**src/rtl/cmp_serial_pkg.sv**
```systemverilog
// Shared types and helpers for the digit-serial EQ/GE comparator.
package cmp_serial_pkg;

  typedef enum logic [1:0] {
    IDLE,
    BUSY,
    DONE
  } cmp_state_e;

  // Slice counter width; never narrower than one bit so NDIG = 1 still elaborates.
  function automatic int cnt_width(input int ndig);
    return (ndig <= 1) ? 1 : $clog2(ndig);
  endfunction

endpackage

```
**src/rtl/cmp_eqge_serial_cmp.sv**
```systemverilog
// Combinational LSB-first EQ/GE comparator used as the per-slice comparator.
// speed 0 ripples bit by bit; speed 1/2 combine (eq,gt) pairs in a log-depth tree.
module CmpEQGE #(
  parameter int width = 8,
  parameter int speed = 2
) (
  input  logic [width-1:0] a_i,
  input  logic [width-1:0] b_i,
  output logic             eq_o,
  output logic             ge_o
);

  logic eq_acc;
  logic gt_acc;

  generate
    if (speed == 0) begin : g_serial
      always_comb begin
        eq_acc = 1'b1;
        gt_acc = 1'b0;
        for (int i = 0; i < width; i++) begin
          gt_acc = (a_i[i] & ~b_i[i]) | (~(a_i[i] ^ b_i[i]) & gt_acc);
          eq_acc = eq_acc & ~(a_i[i] ^ b_i[i]);
        end
      end
    end else begin : g_tree
      // Only the full-width prefix is needed, where Brent-Kung and Sklansky coincide.
      localparam int LV = (width > 1) ? $clog2(width) : 0;
      localparam int NP = 1 << LV;
      logic [NP-1:0] eqv;
      logic [NP-1:0] gtv;

      always_comb begin
        eqv = '1;
        gtv = '0;
        for (int i = 0; i < width; i++) begin
          eqv[i] = ~(a_i[i] ^ b_i[i]);
          gtv[i] = a_i[i] & ~b_i[i];
        end
        for (int l = 0; l < LV; l++) begin
          for (int i = 0; i < NP; i += (2 << l)) begin
            gtv[i] = gtv[i + (1 << l)] | (eqv[i + (1 << l)] & gtv[i]);
            eqv[i] = eqv[i] & eqv[i + (1 << l)];
          end
        end
        eq_acc = eqv[0];
        gt_acc = gtv[0];
      end
    end
  endgenerate

  assign eq_o = eq_acc;
  assign ge_o = eq_acc | gt_acc;

endmodule

```
**src/rtl/cmp_eqge_serial.sv**
```systemverilog
// Digit-serial MSB-first EQ/GE comparator with valid/ready on both sides.
// CMP_SERIAL_EARLY_EXIT_EN: stop at the first differing slice instead of scanning all slices.
module cmp_eqge_serial
  import cmp_serial_pkg::*;
#(
  parameter int width = 32,
  parameter int digit = 8,
  parameter int speed = 2
) (
  input  logic             clk_i,
  input  logic             rst_ni,
  input  logic             in_valid_i,
  output logic             in_ready_o,
  input  logic [width-1:0] a_i,
  input  logic [width-1:0] b_i,
  output logic             out_valid_o,
  input  logic             out_ready_i,
  output logic             eq_o,
  output logic             ge_o
);

  localparam int NDIG = width / digit;
  localparam int CW   = cnt_width(NDIG);
  localparam logic [CW-1:0] CNT_TOP = CW'(NDIG - 1);

  generate
    if (digit < 1 || digit > width || (width % digit) != 0) begin : g_bad_cfg
      $error("cmp_eqge_serial: width must be a nonzero multiple of digit");
    end
  endgenerate

  cmp_state_e       state_q, state_d;
  logic [width-1:0] a_q, b_q;
  logic [width-1:0] a_sh, b_sh;
  logic [digit-1:0] a_sl, b_sl;
  logic [CW-1:0]    cnt_q;
  logic             sl_eq, sl_ge;
  logic             finish, eq_d, ge_d;

  assign a_sh = a_q >> (int'(cnt_q) * digit);
  assign b_sh = b_q >> (int'(cnt_q) * digit);
  assign a_sl = a_sh[digit-1:0];
  assign b_sl = b_sh[digit-1:0];

  CmpEQGE #(
    .width(digit),
    .speed(speed)
  ) u_slice (
    .a_i (a_sl),
    .b_i (b_sl),
    .eq_o(sl_eq),
    .ge_o(sl_ge)
  );

`ifdef CMP_SERIAL_EARLY_EXIT_EN
  always_comb begin
    finish = 1'b0;
    eq_d   = 1'b0;
    ge_d   = 1'b0;
    if (!sl_eq) begin
      finish = 1'b1;
      ge_d   = sl_ge;
    end else if (cnt_q == '0) begin
      finish = 1'b1;
      eq_d   = 1'b1;
      ge_d   = 1'b1;
    end
  end
`else
  // The first difference is latched in decided_q/ge_acc_q; later slices cannot override it.
  logic decided_q;
  logic ge_acc_q;

  always_comb begin
    finish = 1'b0;
    eq_d   = 1'b0;
    ge_d   = 1'b0;
    if (cnt_q == '0) begin
      finish = 1'b1;
      eq_d   = ~decided_q & sl_eq;
      ge_d   = decided_q ? ge_acc_q : sl_ge;
    end
  end

  always_ff @(posedge clk_i or negedge rst_ni) begin
    if (!rst_ni) begin
      decided_q <= 1'b0;
      ge_acc_q  <= 1'b0;
    end else if (state_q == IDLE) begin
      decided_q <= 1'b0;
    end else if (state_q == BUSY && !decided_q && !sl_eq) begin
      decided_q <= 1'b1;
      ge_acc_q  <= sl_ge;
    end
  end
`endif

  always_ff @(posedge clk_i or negedge rst_ni) begin
    if (!rst_ni) begin
      state_q <= IDLE;
    end else begin
      state_q <= state_d;
    end
  end

  always_comb begin
    state_d = state_q;
    case (state_q)
      IDLE:    if (in_valid_i)  state_d = BUSY;
      BUSY:    if (finish)      state_d = DONE;
      DONE:    if (out_ready_i) state_d = IDLE;
      default:                  state_d = IDLE;
    endcase
  end

  assign in_ready_o  = (state_q == IDLE);
  assign out_valid_o = (state_q == DONE);

  always_ff @(posedge clk_i or negedge rst_ni) begin
    if (!rst_ni) begin
      a_q   <= '0;
      b_q   <= '0;
      cnt_q <= '0;
      eq_o  <= 1'b0;
      ge_o  <= 1'b0;
    end else begin
      case (state_q)
        IDLE: begin
          if (in_valid_i) begin
            a_q   <= a_i;
            b_q   <= b_i;
            cnt_q <= CNT_TOP;
          end
        end
        BUSY: begin
          if (finish) begin
            eq_o <= eq_d;
            ge_o <= ge_d;
          end else begin
            cnt_q <= cnt_q - 1'b1;
          end
        end
        default: ;
      endcase
    end
  end

endmodule

```
**config.mk**
```make
export PLATFORM = sky130hd
export DESIGN_NAME = cmp_eqge_serial
export DESIGN_NICKNAME = d
export VERILOG_FILES = /design/src/rtl/cmp_serial_pkg.sv /design/src/rtl/cmp_eqge_serial_cmp.sv /design/src/rtl/cmp_eqge_serial.sv
export SDC_FILE = /design/constraint.sdc
export NUM_CORES = 1
export LEC_CHECK = 0
export CAP_MARGIN = 20
export CELL_PAD_IN_SITES_DETAIL_PLACEMENT = 1
export CELL_PAD_IN_SITES_GLOBAL_PLACEMENT = 2
export CORE_AREA = 2 2 93 113
export CTS_BUF_LIST = sky130_fd_sc_hd__clkbuf_8
export DETAILED_ROUTE_END_ITERATION = 10
export DIE_AREA = 0 0 95 115
export MAX_ROUTING_LAYER = met4
export PLACE_DENSITY_LB_ADDON = 0.08
export SLEW_MARGIN = 40
export SYNTH_ARGS = -nofsm -noshare
export SYNTH_HDL_FRONTEND = slang
export SYNTH_SLANG_ARGS = --single-unit
```
**constraint.sdc**
```tcl
create_clock -name clk_i -period 2.4 [get_ports clk_i]
set_input_delay 0.48 -clock clk_i [delete_from_list [all_inputs] [get_ports clk_i]]
set_output_delay 0.48 -clock clk_i [all_outputs]
set_load 0.005 [all_outputs]
```
==> impl_metrics.env <==
export IMPL_cts_hold_buffers=0
export IMPL_grt_pass1_wl_um=12500
export IMPL_critical_path_buf_inv_count=1
export IMPL_yosysWarningCount=0
export IMPL_synth_cell_type_count=26
export IMPL_fin_tns_setup_ps=0
export IMPL_cts_sinks=72
export IMPL_synth_largest_area_cell="dfrtp_1"
export IMPL_grtUsageMet1_pct=21.7
export IMPL_fin_skew_ps=7.76
export IMPL_post_synth_top_area_fraction_pct=48.9
export IMPL_path_depth=7
export IMPL_slowest_stage="mux4_2"
export IMPL_routabilityCongestion=0.756
export IMPL_grt_busiest_layer="met2"
export IMPL_drc=0
export IMPL_nNetsFinal=384
export IMPL_finalWorstSetupSlack_ps=161
export IMPL_start_kind="flop"
export IMPL_grt_use_met2_pct=23.7
export IMPL_routedWlPerCell_um=17.8
export IMPL_clock_root_buffer="clkbuf_8"
export IMPL_grt_ovfl_total=0
export IMPL_timing_max_cap_violations=0
export IMPL_seqPwrFrac_pct=34.8
export IMPL_cts_buffers=9
export IMPL_first_pass_iters=3
export IMPL_core_area_um2=9860
export IMPL_h_tree_depth=3
export IMPL_critPathArrivalTime_ps=2490
export IMPL_maxSlewHeadroom_pct=68.7
export IMPL_hold_viol_final=0
export IMPL_r2r_start="cnt_q[0]$_DFFE_PN0P_"
export IMPL_crit_fanout=12
export IMPL_antenna_found_initial=0
export IMPL_fin_hold_ws_ps=77.2
export IMPL_worst_pin_slew_ps=470
export IMPL_grt_pass1_vias=2360
export IMPL_cp_top_family="compound AO/OA/AOI/OAI gates"
export IMPL_diodes=0
export IMPL_cp_required_ps=2650
export IMPL_cts_buffer_depth=2
export IMPL_start_util_pct=37.4
export IMPL_synth_nets=305
export IMPL_total_leakage_power_nw=2.09
export IMPL_cp_end_kind="flop"
export IMPL_synth_area_leaders="dfrtp_1 49%, mux2_4 24%, mux4_2 9.8%"
export IMPL_p_int_w=0.00437
export IMPL_r2r_cells=7
export IMPL_totalWireLength_um=7780
export IMPL_dp_hpwl_um=5620
export IMPL_yosysSeqAreaShare_pct=48.9
export IMPL_ios=72
export IMPL_powerDensity_nw_per_um2=1340
export IMPL_power_frac_clock_pct=17.2
export IMPL_final_core_util_pct=48.2
export IMPL_combPwrFrac_pct=47.9
export IMPL_vias=2124
export IMPL_fmax_mhz=447
export IMPL_rows=40
export IMPL_rr_endpoint="ge_acc_q$_DFFE_PN0P_"
export IMPL_clk_pin_slew_ps=80
export IMPL_clock_latency_ps=350
export IMPL_portBuffers=71
export IMPL_status="completed"
export IMPL_syn_area_per_cell_um2=16.2
export IMPL_mostFrequentLayoutCells="71 x dfrtp_1, 70 x clkdlybuf4s50_1, 60 x mux2_4, 16 x mux4_2, 13 x inv_1"
export IMPL_rsz0062_at_grt="true"
export IMPL_worstHoldPathType="input port to asynchronous set/reset pin"
export IMPL_drv_slew=0
export IMPL_max_stage_delay_ps=510
export IMPL_place_ws_ps=88.8
export IMPL_drive_gt1_share_pct=36.9
export IMPL_period_share_pct=93.3
export IMPL_synthCells=228
export IMPL_worstSetupPathType="flop to flop"
export IMPL_post_cts_setup_buffers=0
export IMPL_syn2layout_area_growth_pct=28.9
export IMPL_grt_usage_pct=16.1
export IMPL_post_cts_resized=0
export IMPL_min_period_ps=2240
export IMPL_p_switching_w=0.00200
export IMPL_swShare_pct=31.4
export IMPL_final_antenna_net_count=0
export IMPL_chipWidth_um=95
export IMPL_fp_dieH_um=115
export IMPL_synth_area_um2=3690
export IMPL_worstPathCellList="buf_12 > mux4_2 > ha_1 > o21ai_0 > a221oi_2 > nor2_1 > o31ai_1"
export IMPL_ir_drop_mv=0.434
export IMPL_grt_max_degree=41
export IMPL_vias_per_cell=4.85
export IMPL_setup_violations=0
export IMPL_globalRouteMet3Util_pct=2.75
export IMPL_drtIter0Drc=44
export IMPL_reg2reg_slack_ps=160
export IMPL_die_area_um2=10900
export IMPL_ys_ff_latch=72
export IMPL_final_common_cell="dfrtp_1"
export IMPL_cts_tree="yes"
worst register-to-register path: cells and delay by family, from the launching register on:
| family | cells | cell delay [ps] |
|---|---|---|
| compound gates | 3 | 630 |
| fa+ha+maj | 1 | 310 |
| buf+inv | 1 | 160 |
| flops | 1 | 410 |
| mux | 1 | 520 |
| simple gates | 1 | 110 |
stage by stage:
stage                     cell area, um2  total power [W]  instances
after floorplan                     3690          0.00455        228
after global placement              4510          0.00523        422
after detailed placement            4510          0.00528        422
after CTS                           4740          0.00643        438
after global routing                4750          0.00686        438
final                               4750          0.00636        438
cells in the mapped netlist (all sizes together):
master and n:
a21oi 4, a221oi 1, a22o 1, and2 1
buf 13, dfrtp 72, ha 9, inv 13
mux2 64, mux2i 1, mux4 16, nand2 4
nand2b 1, nand3b 1, nand4 2, nor2 11
nor3 1, o21ai 8, o22a 1, o31ai 2
or2b 1, or3b 1
state kept, by name (all words and copies together) (netlist names):
register and flops:
a_q 32, b_q 32, cnt_q 2, decided_q 1
eq_o 1, ge_acc_q 1, ge_o 1, state_q 2
final cells by class:
class	instances	area, um2
well taps	126	158
inverters	13	48.8
flip-flops and latches	72	1800
clock buffers	11	151
multi-input cells	130	1660
clock inverters	5	78.8
fillers	983	5110
repair buffers	81	846
cells by family after synthesis:
group	after synthesis	synth area share, %
multiplexers	81	35.7
adder cells (fa/ha/maj)	9	3.06
AO/OA/AOI/OAI	17	2.78
buffers and inverters	26	6.28
flip-flops	72	48.9
AND/OR/NAND/NOR	23	3.29
per-layer routing:
layer  vias up  part of all wire (%)
met5         -                     0
met4         0                   1.8
met3         9                   4.1
met2        53                    46
met1      1079                    48
li1        983                     -
worst max path at each step:
stage	startpoint	end	slack (ps)
3_3_place_gp	cnt_q[0]$_DFFE_PN0P_	ge_acc_q$_DFFE_PN0P_	180
3_5_place_dp	cnt_q[0]$_DFFE_PN0P_	ge_acc_q$_DFFE_PN0P_	90
4_1_cts	cnt_q[0]$_DFFE_PN0P_	ge_acc_q$_DFFE_PN0P_	80
5_1_grt	cnt_q[0]$_DFFE_PN0P_	ge_acc_q$_DFFE_PN0P_	-50
2_1_floorplan	cnt_q[0]$_DFFE_PN0P_	ge_acc_q$_DFFE_PN0P_	260
6_report	cnt_q[0]$_DFFE_PN0P_	ge_acc_q$_DFFE_PN0P_	160
power groups by stage:
stage,registers (W),logic (W),clock network [W]
6_report,0.00222,0.00305,0.00110
5_1_grt,0.00230,0.00338,0.00118
4_1_cts,0.00223,0.00307,0.00113
3_5_place_dp,0.00223,0.00305,0
3_3_place_gp,0.00225,0.00298,0
2_1_floorplan,0.00205,0.00250,0
(Power assumes the default switching activity.)
